## src/rtl/led_fade_if.sv

```systemverilog
// Pattern-in / LED-pins-out bundle for led_fade_driver.
// The master side is the pattern source; the slave side is the driver.
interface led_fade_if #(
  parameter int led_number = 6
);
  logic [led_number-1:0] leds_in;
  logic [led_number-1:0] leds;
  logic                  fade_busy;

  modport master (
    output leds_in,
    input  leds,
    input  fade_busy
  );

  modport slave (
    input  leds_in,
    output leds,
    output fade_busy
  );
endinterface

```

## src/rtl/led_fade_driver.sv

```systemverilog
// PWM LED driver with per-channel breathing fade; drives active-low board pins.
// Define LED_FADE_GAMMA_EN for a registered square-law brightness curve.
//
// state   | meaning
// --------+--------------------------------------------------
// ST_OFF  | dark, duty held at 0, waiting for req
// ST_UP   | ramping brighter, one duty step per step_tick
// ST_ON   | fully lit, duty held at P
// ST_DOWN | ramping darker, one duty step per step_tick
module led_fade_driver #(
  parameter int led_number  = 6,
  parameter int PWM_BITS    = 8,
  parameter int STEP_CYCLES = 105000
) (
  input  logic        clk,
  input  logic        rst,
  led_fade_if.slave   bus
);

  localparam logic [PWM_BITS-1:0] P        = {PWM_BITS{1'b1}};
  localparam logic [PWM_BITS-1:0] PWM_LAST = P - PWM_BITS'(1);
  localparam int                  STEP_W   = (STEP_CYCLES > 1) ? $clog2(STEP_CYCLES) : 1;
  localparam logic [STEP_W-1:0]   STEP_LAST = STEP_W'(STEP_CYCLES - 1);

  typedef enum logic [1:0] {
    ST_OFF  = 2'd0,
    ST_UP   = 2'd1,
    ST_ON   = 2'd2,
    ST_DOWN = 2'd3
  } ch_state_e;

  logic [led_number-1:0] req_q;
  logic [PWM_BITS-1:0]   pwm_cnt_q, pwm_cnt_d;
  logic [STEP_W-1:0]     step_cnt_q, step_cnt_d;
  logic                  step_tick;

  ch_state_e             state_q [led_number];
  ch_state_e             state_d [led_number];
  logic [PWM_BITS-1:0]   duty_q  [led_number];
  logic [PWM_BITS-1:0]   duty_d  [led_number];
  logic [PWM_BITS-1:0]   eff_duty [led_number];

  logic [led_number-1:0] leds_q, leds_d;
  logic                  fade_busy_q, fade_busy_d;

  // Shared timebase: PWM period is P clocks so duty P means always lit.
  always_comb begin
    pwm_cnt_d  = (pwm_cnt_q == PWM_LAST) ? '0 : pwm_cnt_q + PWM_BITS'(1);
    step_tick  = (step_cnt_q == STEP_LAST);
    step_cnt_d = step_tick ? '0 : step_cnt_q + STEP_W'(1);
  end

  always_comb begin
    for (int i = 0; i < led_number; i++) begin
      state_d[i] = state_q[i];
      duty_d[i]  = duty_q[i];
      case (state_q[i])
        ST_OFF: begin
          duty_d[i] = '0;
          if (req_q[i]) state_d[i] = ST_UP;
        end
        ST_UP: begin
          // A reversal takes priority over a coincident tick; no step that clock.
          if (!req_q[i]) begin
            state_d[i] = ST_DOWN;
          end else if (duty_q[i] == P) begin
            state_d[i] = ST_ON;
          end else if (step_tick) begin
            duty_d[i] = duty_q[i] + PWM_BITS'(1);
            if (duty_q[i] == PWM_LAST) state_d[i] = ST_ON;
          end
        end
        ST_ON: begin
          duty_d[i] = P;
          if (!req_q[i]) state_d[i] = ST_DOWN;
        end
        ST_DOWN: begin
          if (req_q[i]) begin
            state_d[i] = ST_UP;
          end else if (duty_q[i] == '0) begin
            state_d[i] = ST_OFF;
          end else if (step_tick) begin
            duty_d[i] = duty_q[i] - PWM_BITS'(1);
            if (duty_q[i] == PWM_BITS'(1)) state_d[i] = ST_OFF;
          end
        end
        default: begin
          state_d[i] = ST_OFF;
          duty_d[i]  = '0;
        end
      endcase
    end
  end

`ifdef LED_FADE_GAMMA_EN
  logic [PWM_BITS-1:0]   eff_q [led_number];
  logic [PWM_BITS-1:0]   eff_d [led_number];
  logic [2*PWM_BITS-1:0] sq;

  // Square law keeps full scale exact: P*P>>PWM_BITS would fall one short.
  always_comb begin
    sq = '0;
    for (int i = 0; i < led_number; i++) begin
      sq       = {{PWM_BITS{1'b0}}, duty_q[i]} * {{PWM_BITS{1'b0}}, duty_q[i]};
      eff_d[i] = (duty_q[i] == P) ? P : sq[2*PWM_BITS-1:PWM_BITS];
    end
  end

  always_ff @(posedge clk or posedge rst) begin
    if (rst) begin
      for (int i = 0; i < led_number; i++) eff_q[i] <= '0;
    end else begin
      for (int i = 0; i < led_number; i++) eff_q[i] <= eff_d[i];
    end
  end

  always_comb begin
    for (int i = 0; i < led_number; i++) eff_duty[i] = eff_q[i];
  end
`else
  always_comb begin
    for (int i = 0; i < led_number; i++) eff_duty[i] = duty_q[i];
  end
`endif

  always_comb begin
    fade_busy_d = 1'b0;
    leds_d      = '1;
    for (int i = 0; i < led_number; i++) begin
      leds_d[i] = ~(eff_duty[i] > pwm_cnt_q);
      if (state_q[i] == ST_UP || state_q[i] == ST_DOWN) fade_busy_d = 1'b1;
    end
  end

  always_ff @(posedge clk or posedge rst) begin
    if (rst) begin
      req_q       <= '0;
      pwm_cnt_q   <= '0;
      step_cnt_q  <= '0;
      leds_q      <= '1;
      fade_busy_q <= 1'b0;
      for (int i = 0; i < led_number; i++) begin
        state_q[i] <= ST_OFF;
        duty_q[i]  <= '0;
      end
    end else begin
      req_q       <= bus.leds_in;
      pwm_cnt_q   <= pwm_cnt_d;
      step_cnt_q  <= step_cnt_d;
      leds_q      <= leds_d;
      fade_busy_q <= fade_busy_d;
      for (int i = 0; i < led_number; i++) begin
        state_q[i] <= state_d[i];
        duty_q[i]  <= duty_d[i];
      end
    end
  end

  assign bus.leds      = leds_q;
  assign bus.fade_busy = fade_busy_q;

endmodule
```

## src/flat_wrapper.sv

```systemverilog
// flat-port wrapper written by rule: the top's interface ports become plain ports
module led_fade_driver_flat 
#(
  parameter int led_number  = 6,
  parameter int PWM_BITS    = 8,
  parameter int STEP_CYCLES = 105000
)
  (clk, rst, bus_leds_in, bus_leds, bus_fade_busy);
  led_fade_if #(.led_number(led_number)) bus_i ();
  input  logic clk;
  input  logic rst;
  input wire logic [$bits(bus_i.leds_in)-1:0] bus_leds_in;
  output wire logic [$bits(bus_i.leds)-1:0] bus_leds;
  output wire logic [$bits(bus_i.fade_busy)-1:0] bus_fade_busy;
  assign bus_i.leds_in = bus_leds_in;
  assign bus_leds = bus_i.leds;
  assign bus_fade_busy = bus_i.fade_busy;
  led_fade_driver #(.led_number(led_number), .PWM_BITS(PWM_BITS), .STEP_CYCLES(STEP_CYCLES)) u_core (.clk(clk), .rst(rst), .bus(bus_i));
endmodule
```

## config.mk

```make
export PLATFORM = sky130hd
export DESIGN_NAME = led_fade_driver_flat
export DESIGN_NICKNAME = d
export VERILOG_FILES = /design/src/rtl/led_fade_if.sv /design/src/rtl/led_fade_driver.sv /design/src/flat_wrapper.sv
export SDC_FILE = /design/constraint.sdc
export NUM_CORES = 1
export LEC_CHECK = 0
export ABC_CLOCK_PERIOD_IN_PS = 2550
export CAP_MARGIN = 20
export CORE_MARGIN = 8
export CORE_UTILIZATION = 39
export CTS_CLUSTER_SIZE = 30
export DETAILED_ROUTE_END_ITERATION = 10
export DONT_BUFFER_PORTS = 1
export HOLD_SLACK_MARGIN = 0.15
export PLACE_DENSITY_LB_ADDON = 0.1
export RECOVER_POWER = 50
export SLEW_MARGIN = 15
export SYNTH_ARGS = -nofsm -noshare
export SYNTH_HDL_FRONTEND = slang
export SYNTH_SLANG_ARGS = --single-unit
```

## constraint.sdc

```tcl
create_clock -name clk -period 2.55 [get_ports clk]
set_input_delay 0.1275 -clock clk [delete_from_list [all_inputs] [get_ports clk]]
set_output_delay 0.1275 -clock clk [all_outputs]
set_load 0.05 [all_outputs]
```

Word level (Yosys, flattened, before mapping)
Cells that the tools add are included.
Operators by class
  reduce and logical (&&, ||, !) cells: 30
  bitwise logic cells: 6
  muxes and demuxes: 116
  magnitude comparators: 6
  shift-type cells: 0
  $mul: 0
  equal/unequal tests: 110
  divide/modulo/power cells: 0
  add/sub/neg operators: 14
Operators by type and width (number)
  8-bit 2-to-1 mux: 37
  8-bit one-hot mux with 4 select lines: 6
  2-bit 2-to-1 mux: 60
  8-bit == test (second input constant): 13
  6-bit AND reduction: 12
  8-bit by 1-bit adder with 8-bit output (second input constant): 7
  8-bit by 1-bit == test with 1-bit output (second input constant): 6
  8-bit greater-than comparator: 6
  8-bit zero test: 6
  2-bit by 1-bit != test with 1-bit output (second input constant): 24
  2-bit != test (second input constant): 24
  4-bit by 1-bit != test with 1-bit output (second input constant): 12
  4-bit != test (second input constant): 12
  2-bit one-hot mux with 4 select lines: 6
  8-bit by 1-bit subtractor with 8-bit output (second input constant): 6
  2-bit == test (second input constant): 12
  17-bit by 1-bit adder with 17-bit output (second input constant): 1
  17-bit == test (second input constant): 1
  17-bit 2-to-1 mux: 1
  2-bit by 1-bit == test with 1-bit output (second input constant): 6
  2-bit zero test: 6
  1-bit logical OR: 6
  1-bit 2-to-1 mux: 6
  1-bit inverter: 6
Word-level totals
  memories kept: 0
  latch bits: 0
  ROM bits: 0
  bits of input ports: 8
  logic and storage cells: 299
  output and inout port bits: 7
  bits in registers: 98
  bits in writable memories: 0

Logic depth before layout (Yosys ltp)
Gate-level depths: netlist (run 1).
  depth in word-level cells: 8
  mapped depth: 10
  mapped depth without buffers: 8

Least setup slack after synthesis (run 1)
Ideal clock, no wire load.
  kind: register to register
  start point: register u_core.step_cnt_q[14]
  end point: register u_core.state_q[1] in the netlist's numbering
  arrival time: 2.401 ns
  slack: 0.022 ns
  clock period less this slack: 2.528 ns
  required time: 2.422 ns
  setup time: 0.128 ns
  path buffers: 2
  stages on the path, launching flop included: 8
  cell sequence: dfrtp_1 -> or4_4 -> or4_4 -> buf_6 -> buf_6 -> a211o_1 -> nor2_2 -> mux2_1
On the way
  word-level cells in the longest chain between the ends: 3
  elaborated cells between the ends (all ways): 4
  classes of those cells: eq/ne (3); reduce/logical (1)
RTL lines
  start: declaration: line led_fade_driver.sv:34  | logic [STEP_W-1:0] step_cnt_q, step_cnt_d;
  start signal: assignment: line led_fade_driver.sv:149  | step_cnt_q <= step_cnt_d;
  17-bit == test *: line led_fade_driver.sv:49  | step_tick = (step_cnt_q == STEP_LAST);
  4-bit != test (no line) / 4-bit by 1-bit != test with 1-bit output (equally long branches)
  6-bit AND reduction (no line) *
  end signal: indexed assignment: line led_fade_driver.sv:153  | state_q[i] <= state_d[i];
  end: declaration: line led_fade_driver.sv:37  | ch_state_e state_q [led_number];
Mark *: on every way between the ends. The rest lies on a longest branch, timed or not.
A chain may end at the register's enable or synchronous reset.

Final worst setup path (run 1)
Ends and elaborated chain as after synthesis.

==> summary.txt, run 1 <==
Global route
  • Largest net degree at the start of global routing: about 100
  • Met3 Usage GRT: 0.0251
  • GRT Overall Usage: 0.168
  • Met2 usage: 0.278
  • Gr ovfl total: 0
  • Grt peak-use layer: met2
  • Global-route wire length before repair: 35,800 um
  • Met1 Track Usage GR: 0.223
  • Vias in the first global route: around 7.0k
  • Initial antenna violation count: 0

Critical path
  • Worst Setup Start Kind: register
  • Crit end category: register
  • Crit Path Max Fanout: 7
  • Buf/Inv on CP: 1
  • Setup CP Type: reg -> reg
  • CP peak stage delay: 0.58 ns
  • Critical path origin: u_core.step_cnt_q[14]$_DFF_PP0_
  • CP max stage cell: or4_4
  • Cells along the critical path: or4_4 -> or4_4 -> buf_12 -> a211o_1 -> nor2_4 -> mux2_4
  • Arrival time worst endpoint: roughly 2.8 ns
  • CP top delay family: simple AND/OR/NAND/NOR gates
  • CP required: approximately 2.8 ns
  • Launching point of the worst reg2reg path: u_core.step_cnt_q[14]$_DFF_PP0_
  • Most used cell, CP: or4_4

Routing
  • DRT Wirelength: 21,000 um
  • 1st-iter DRT viols: 436
  • WL per Instance: about 16 um
  • Vias per cell: around 5.5
  • DRC viols: 0
  • Via count: 7,006
  • DRT Pass-1 Iters: 5
  • Antenna Nets Post-Route: 0

Outcome
  • Run status: finished, violations left
  • Failing checks: negative setup slack

Synthesis
  • Seq cells post-synth: 98
  • Post-Syn Area per Cell: 8.58 um^2
  • Mapped Cells: 950
  • Synth Net Count: 1,065
  • Register area share after synthesis: 0.302
  • Post-synth EDFFs: 0
  • Post-synthesis cell type count: just over 70
  • Main synth FF type: dfrtp_1
  • Mapped cell area: 8160 um^2
  • Warnings, synthesis: 0
  • Ys async rst share: 1.00

Cells and area
  • Commonest non-fill, non-tap cells in the layout: ha_1, dfrtp_1, buf_4
  • Ant. Diodes: 0
  • Final #Nets: 1,110
  • Layout area overhead: 16.7%
  • Non-filler cells, final: 1,275
  • Commonest non-fill, non-tap cell in the layout: ha_1
  • Post-route cell area: between 9000 and 10,000 um^2
  • Layout cells sized above 1: 0.151
  • Fillers: approximately 2.1k

Timing
  • Final hold viol count: 0
  • Hold Slack: roughly 0.32 ns
  • RSZ-0062 raised after global routing: true
  • Clk_skew: 0.00943 ns
  • Final worst slack: -0.00482 ns
  • Max-slew headroom: 0.0979
  • Fin. max-slew vios: 0
  • Slew @ Worst Pin: around 1.4 ns
  • Setup violators final: 1
  • Final worst path period need: 2.55 ns
  • Final Cycle Share: 1.00
  • Fmax: 391 MHz

Clock network
  • Htree depth: 3
  • Clock Latency Late Sink: 0.36 ns
  • CTS tree: built
  • Clock Path Buffers: 2
  • Clock Root Buffer: clkbuf_16
  • Clk slew on worst S/H paths: 0.07 ns
  • Clock sinks: 98
  • Cts bufs inserted: 9

Place
  • Post-DP Area: approximately 8900 um^2
  • PortBufs: 0
  • Post-detail-place hpwl: about 15,000 um
  • Placed cells: 1,245
  • Placer Congestion: between 0.8 and 0.9
  • Pre-CTS setup slack: -0.107 ns

Pwr
  • Final Total Pwr: approximately 0.011 W
  • Maximum VDD drop: 0.000634 V
  • Pleak: between 4 and 5 nW
  • Pwr dens: 1180 nW/um^2

Hold path
  • Hold Crit Start: bus_leds_in[3]
  • Worst hold path class: in -> reg

Floorplanning
  • IO Count: 15
  • Std cell rows: 53
  • Die Y: 161 um
  • Core footprint: 20,800 um^2
  • Initial core utilization: 0.393
  • Area of the die: 25,800 um^2
  • DIE WIDTH: between 150 and 200 um

Job
  • Max Cap Viol: 0
-- flip-flops by register name, summed over array words and instances, names as in the netlist --
signal / count
u_core.state_q: 12
u_core.bus.leds: 6
u_core.req_q: 6
u_core.bus.fade_busy: 1
u_core.pwm_cnt_q: 8
u_core.step_cnt_q: 17
u_core.duty_q: 48
-- final timing paths --
check                                                  to  cells past startpoint  slack, ns
min in group asynchronous  u_core.step_cnt_q[5]$_DFF_PP0_                      3       0.77
max                         u_core.state_q[1]$_DFFE_PP0P_                      6     -0.005
min reg2reg                u_core.step_cnt_q[0]$_DFF_PP0_                      1       0.47
max in group asynchronous       u_core.req_q[0]$_DFF_PP0_                      3       0.94
max reg2reg                 u_core.state_q[1]$_DFFE_PP0P_                      6     -0.005
min                             u_core.req_q[3]$_DFF_PP0_                      1       0.32
-- metal layers --
layer  vias to the layer above  share of wire  routed length (um)
met5                         -              0                   0
met1                      3337           0.48               10100
met4                         0          0.012                 246
li1                       3547              -                   -
met2                       104           0.48               10100
met3                        18          0.029                 603
-- worst register-to-register path: cells and delay by family, from the launching register on --
family,cells,cell delay [ns]
flip-flops,1,0.38
AO/OA/AOI/OAI,1,0.33
AND/OR/NAND/NOR,3,1.26
multiplexers,1,0.30
buffers and inverters,1,0.18
-- area by class of cell --
| cell class | count | area (um^2) | share of cell area |
|---|---|---|---|
| Clock inverter | 5 | 80.1 | 0.00842 |
| Multi-Input combinational cell | 742 | 5460 | 0.574 |
| Timing Repair Buffer | 91 | 738 | 0.0776 |
| Tap cell | 275 | 344 | 0.0362 |
| Inverter | 53 | 203 | 0.0213 |
| Clock buffer | 11 | 233 | 0.0245 |
| Sequential cell | 98 | 2460 | 0.259 |
-- synthesized netlist by cell type (3+ instances only) --
cell type,number,area (um^2)
and3_1,6,37.5
inv_1,53,199
nand3_1,39,195
nor2_1,70,263
clkbuf_1,47,176
a221o_1,4,40.0
nor4_1,19,119
nand2b_1,13,81.3
mux2i_1,8,80.1
a21oi_1,43,215
o21ai_0,52,260
buf_2,3,15.0
or3_1,3,18.8
o21a_1,4,30.0
o211ai_1,7,52.6
mux2_2,6,67.6
xor2_1,27,236
dfstp_2,6,158
o211a_1,4,40.0
a31oi_1,6,37.5
o22ai_1,6,37.5
a311oi_1,3,26.3
a211oi_1,12,90.1
buf_6,4,45.0
a221oi_1,11,96.3
buf_1,4,15.0
a31o_2,3,26.3
dfrtp_1,92,2300
a21o_1,14,105
nand4_1,26,163
xnor2_1,25,219
nor2b_1,15,93.8
a211o_1,4,35.0
or4_1,3,22.5
nand2_1,67,251
nor3_1,31,155
o31ai_1,27,203
nor3b_1,3,22.5
o21ai_1,23,115
a22o_1,3,26.3
ha_1,107,1340
-- power breakdown --
| group | internal (W) | leakage [nW] | total, W | switching, W |
|---|---|---|---|---|
| Combinational | 0.00299 | 2.85 | 0.00690 | 0.00390 |
| Sequential | 0.00209 | 1.22 | 0.00288 | 0.000784 |
| Clock | 0.000860 | 0.146 | 0.00149 | 0.000633 |
| Total | 0.00595 | 4.21 | 0.0113 | 0.00532 |
-- per-stage QoR --
| stage | utilization | TNS, ns |
|---|---|---|
| after global routing | 0.458 | -0.615 |
| after detailed placement | 0.428 | -0.567 |
| final | 0.458 | -0.00482 |
| after global placement | 0.428 | -0.121 |
| after CTS | 0.450 | -0.000357 |
| after floorplan | - | 0 |
-- kinds of logic (layout without fill, tap and decap cells) --
| group | count (synthesis) | count (layout) | synth area share |
|---|---|---|---|
| compound gates | 251 | 251 | 0.205 |
| xor+xnor | 52 | 52 | 0.0558 |
| fa+ha+maj | 107 | 107 | 0.164 |
| buf+inv | 111 | 160 | 0.0552 |
| flops | 98 | 98 | 0.302 |
| mux | 16 | 16 | 0.0209 |
| simple gates | 315 | 316 | 0.197 |
-- repair_timing --
item / 4_1_cts / 5_1_grt
hold buffers: 7 / 0
buffers inserted: 3 / 3
gates resized for setup: 7 / 29
pin swaps: 4 / 19
hold endpoints to repair: 98 / 0
setup endpoints to repair: 16 / 39
gates cloned: 0 / 1
Note: power is estimated with default switching activity, not from simulation.
==> run 2: changes to the inputs <==
--- a/config.mk
+++ b/config.mk
@@ -5,7 +5,7 @@
 export SDC_FILE = /design/constraint.sdc
 export NUM_CORES = 1
 export LEC_CHECK = 0
-export ABC_CLOCK_PERIOD_IN_PS = 2550
+export ABC_CLOCK_PERIOD_IN_PS = 2200
 export CAP_MARGIN = 20
 export CORE_MARGIN = 8
 export CORE_UTILIZATION = 39
==> constraint.sdc (replaced) <==
create_clock -name clk -period 2.2 [get_ports clk]
set_input_delay 0.11 -clock clk [delete_from_list [all_inputs] [get_ports clk]]
set_output_delay 0.11 -clock clk [all_outputs]
set_load 0.05 [all_outputs]
==> summary.txt, run 2 (synthesized netlist as in run 1, its figures left out) <==
Outcome
  • Run status: finished, violations left
  • Failing checks: negative setup slack

Timing
  • Clk_skew: 0.00541 ns (-0.00402 ns)
  • Final worst path period need: 2.62 ns (+0.0685 ns)
  • Final Cycle Share: 1.19 (+0.191)
  • Final worst slack: -0.423 ns (-0.419 ns)
  • Slew @ Worst Pin: 1.44 ns (+0.0830 ns)
  • Setup violators final: 52 (+51)
  • Final hold viol count: 0 (unchanged)
  • Final setup TNS: -14.87 ns (-14.87 ns)
  • Fmax: 381 MHz (-2.6%)
  • RSZ-0062 raised after global routing: true
  • Fin. max-slew vios: 0 (unchanged)
  • Max-slew headroom: 0.0425 (-0.0553)

Place
  • Pre-CTS setup slack: -0.507 ns (-0.400 ns)
  • Post-detail-place hpwl: 15,700 um (+5.5%)
  • Placer Congestion: 0.822 (-2.9%)
  • PortBufs: 0 (unchanged)

Pwr
  • Pwr dens: 1390 nW/um^2 (+17%)
  • P_sw: 0.00657 W (+24%)
  • Internal: 0.00768 W (+29%)
  • Clock power frac: 0.120 (-0.013)
  • Pleak: 4.68 nW (+11%)
  • Sequential Power Share: 0.218 (-0.037)
  • Maximum VDD drop: 0.000593 V (-6.5%)
  • Sw Ratio: 0.461 (-0.0112)
  • Gate power share: 0.663 (+0.051)
  • Final Total Pwr: 0.0143 W (+27%)

Critical path
  • Reg2reg setup slack: -0.42 ns (-0.42 ns)
  • Arrival time worst endpoint: 2.89 ns (+0.10 ns)
  • Worst Setup Start Kind: register
  • Worst reg2reg path depth: 8 (+2)
  • Crit end category: register
  • Crit Path Max Fanout: 8 (+1)
  • CP required: 2.46 ns (-0.33 ns)
  • Setup CP Type: reg -> reg

Global route
  • Initial antenna violation count: 0 (unchanged)
  • Largest net degree at the start of global routing: 99 (unchanged)
  • GRT Overall Usage: 0.177 (+0.00901)
  • Gr ovfl total: 0 (unchanged)
  • Vias in the first global route: 7,410 (+6.1%)
  • Global-route wire length before repair: 37,900 um (+5.9%)

Hold path
  • Worst hold path class: in -> reg
  • Hold Path Stages: 1 (unchanged)

Routing
  • Vias per cell: 5.53 (+0.59%)
  • DRC viols: 0 (unchanged)
  • 1st-iter DRT viols: 445 (+2.1%)
  • DRT Pass-1 Iters: 4 (-1)
  • Antenna Nets Post-Route: 0 (unchanged)
  • DRT Wirelength: 22,500 um (+7.1%)
  • WL per Instance: 16.5 um (+0.28%)
  • Via count: 7,528 (+7.5%)

Clock network
  • Htree depth: 3 (unchanged)
  • CTS tree: built
  • Clock Latency Late Sink: 0.36 ns (about the same)
  • Clock Root Buffer: clkbuf_16
  • Clk slew on worst S/H paths: 0.07 ns (about the same)
  • Clock Path Buffers: 2 (unchanged)
  • Clock sinks: 98 (unchanged)
  • Cts bufs inserted: 9 (unchanged)

Floorplanning
  • DIE WIDTH: 161 um (unchanged)
  • Core footprint: 20,800 um^2 (unchanged)
  • Die Y: 161 um (unchanged)
  • Initial core utilization: 0.393 (unchanged)
  • Area of the die: 25,800 um^2 (unchanged)
  • Std cell rows: 53 (unchanged)
  • IO Count: 15 (unchanged)

Cells and area
  • Final #Nets: 1,197 (+7.8%)
  • Ant. Diodes: 0 (unchanged)
  • Top Registers: u_core.duty_q x48, u_core.step_cnt_q x17, u_core.state_q x12
  • Commonest non-fill, non-tap cells in the layout: buf_4, ha_1, dfrtp_1
  • Util after Layout: 0.496 (+0.0376)
  • Layout area overhead: 26.2%
  • Layout cells sized above 1: 0.235 (+0.0836)
  • Max reg flops: 48 (unchanged)
  • Reg with most FFs: u_core.duty_q
  • Commonest non-fill, non-tap cell in the layout: buf_4

Job
  • Max Cap Viol: 0 (unchanged)
## run 2: cell types whose count changed in the layout (fill, tap and decap cells not counted), moves of 3 or more
cell and change:
o31ai_2 +6, buf_4 +80, o21ai_0 -4, o31ai_1 -6
nor3_4 +3, o21ai_2 +3, buf_6 +5
## run 2: through the flow
stage / hold WS, ns / cells / instance area, um^2
3_3_place_gp: 0.141 / 1322 / 9470
2_1_floorplan: 0.141 / 950 / 8180
6_report: 0.303 / 1362 / 10300
3_5_place_dp: 0.142 / 1322 / 9470
4_1_cts: 0.290 / 1352 / 10100
5_1_grt: 0.294 / 1362 / 10300
## run 2: what timing repair did
action / 4_1_cts / 5_1_grt
buffers inserted: 5 / 9
hold endpoints to repair: 98 / 0
endpoints found under the setup margin: 59 / 58
cloned: 2 / 2
hold buffers: 7 / 0
gates resized for setup: 44 / 23
pin swaps: 28 / 17
## run 2: routing by layer
metal  wire, um  share of wire  vias to the layer above  track usage
met5          0              0                        -            0
met4        378          0.017                        0       0.0612
met3        534          0.024                       28       0.0195
met2      10500           0.47                      128        0.287
met1      11100           0.49                     3629        0.239
li1           -              -                     3743            -
## run 2: worst paths after layout
| check | from | endpoint |
|---|---|---|
| max | u_core.step_cnt_q[3]$_DFF_PP0_ | u_core.duty_q[26]$_DFFE_PP0P_ |
| max reg2reg | u_core.step_cnt_q[3]$_DFF_PP0_ | u_core.duty_q[26]$_DFFE_PP0P_ |
| max in group asynchronous | rst | u_core.duty_q[1]$_DFFE_PP0P_ |
| min | bus_leds_in[3] | u_core.req_q[3]$_DFF_PP0_ |
| min reg2reg | u_core.pwm_cnt_q[7]$_DFF_PP0_ | u_core.pwm_cnt_q[7]$_DFF_PP0_ |
| min in group asynchronous | rst | u_core.step_cnt_q[12]$_DFF_PP0_ |
## run 2: critical path: stages, from the launching register on
cell and delay, ns:
dfrtp_1 0.38, or4_4 0.54, or4_4 0.60, buf_8 0.17, buf_12 0.12, nor3_4 0.23, buf_4 0.17, nor3b_4 0.07
o31ai_2 0.25
## run 2: layout make-up
cell class              count  area, um^2
clock buffers              12         256
clock inverters             4        51.3
fillers                  1982       10500
inverters                  53         203
multi-input cells         743        5580
flip-flops and latches     98        2460
well taps                 275         344
repair buffers            177        1400
## run 2: power groups by stage
stage / Combinational, W / Clock [W] / Sequential, W
global route: 0.0105 / 0.00182 / 0.00319
CTS: 0.00921 / 0.00177 / 0.00311
global placement: 0.00869 / 0 / 0.00313
floorplan: 0.00562 / 0 / 0.00310
finish: 0.00945 / 0.00171 / 0.00311
detailed placement: 0.00872 / 0 / 0.00313
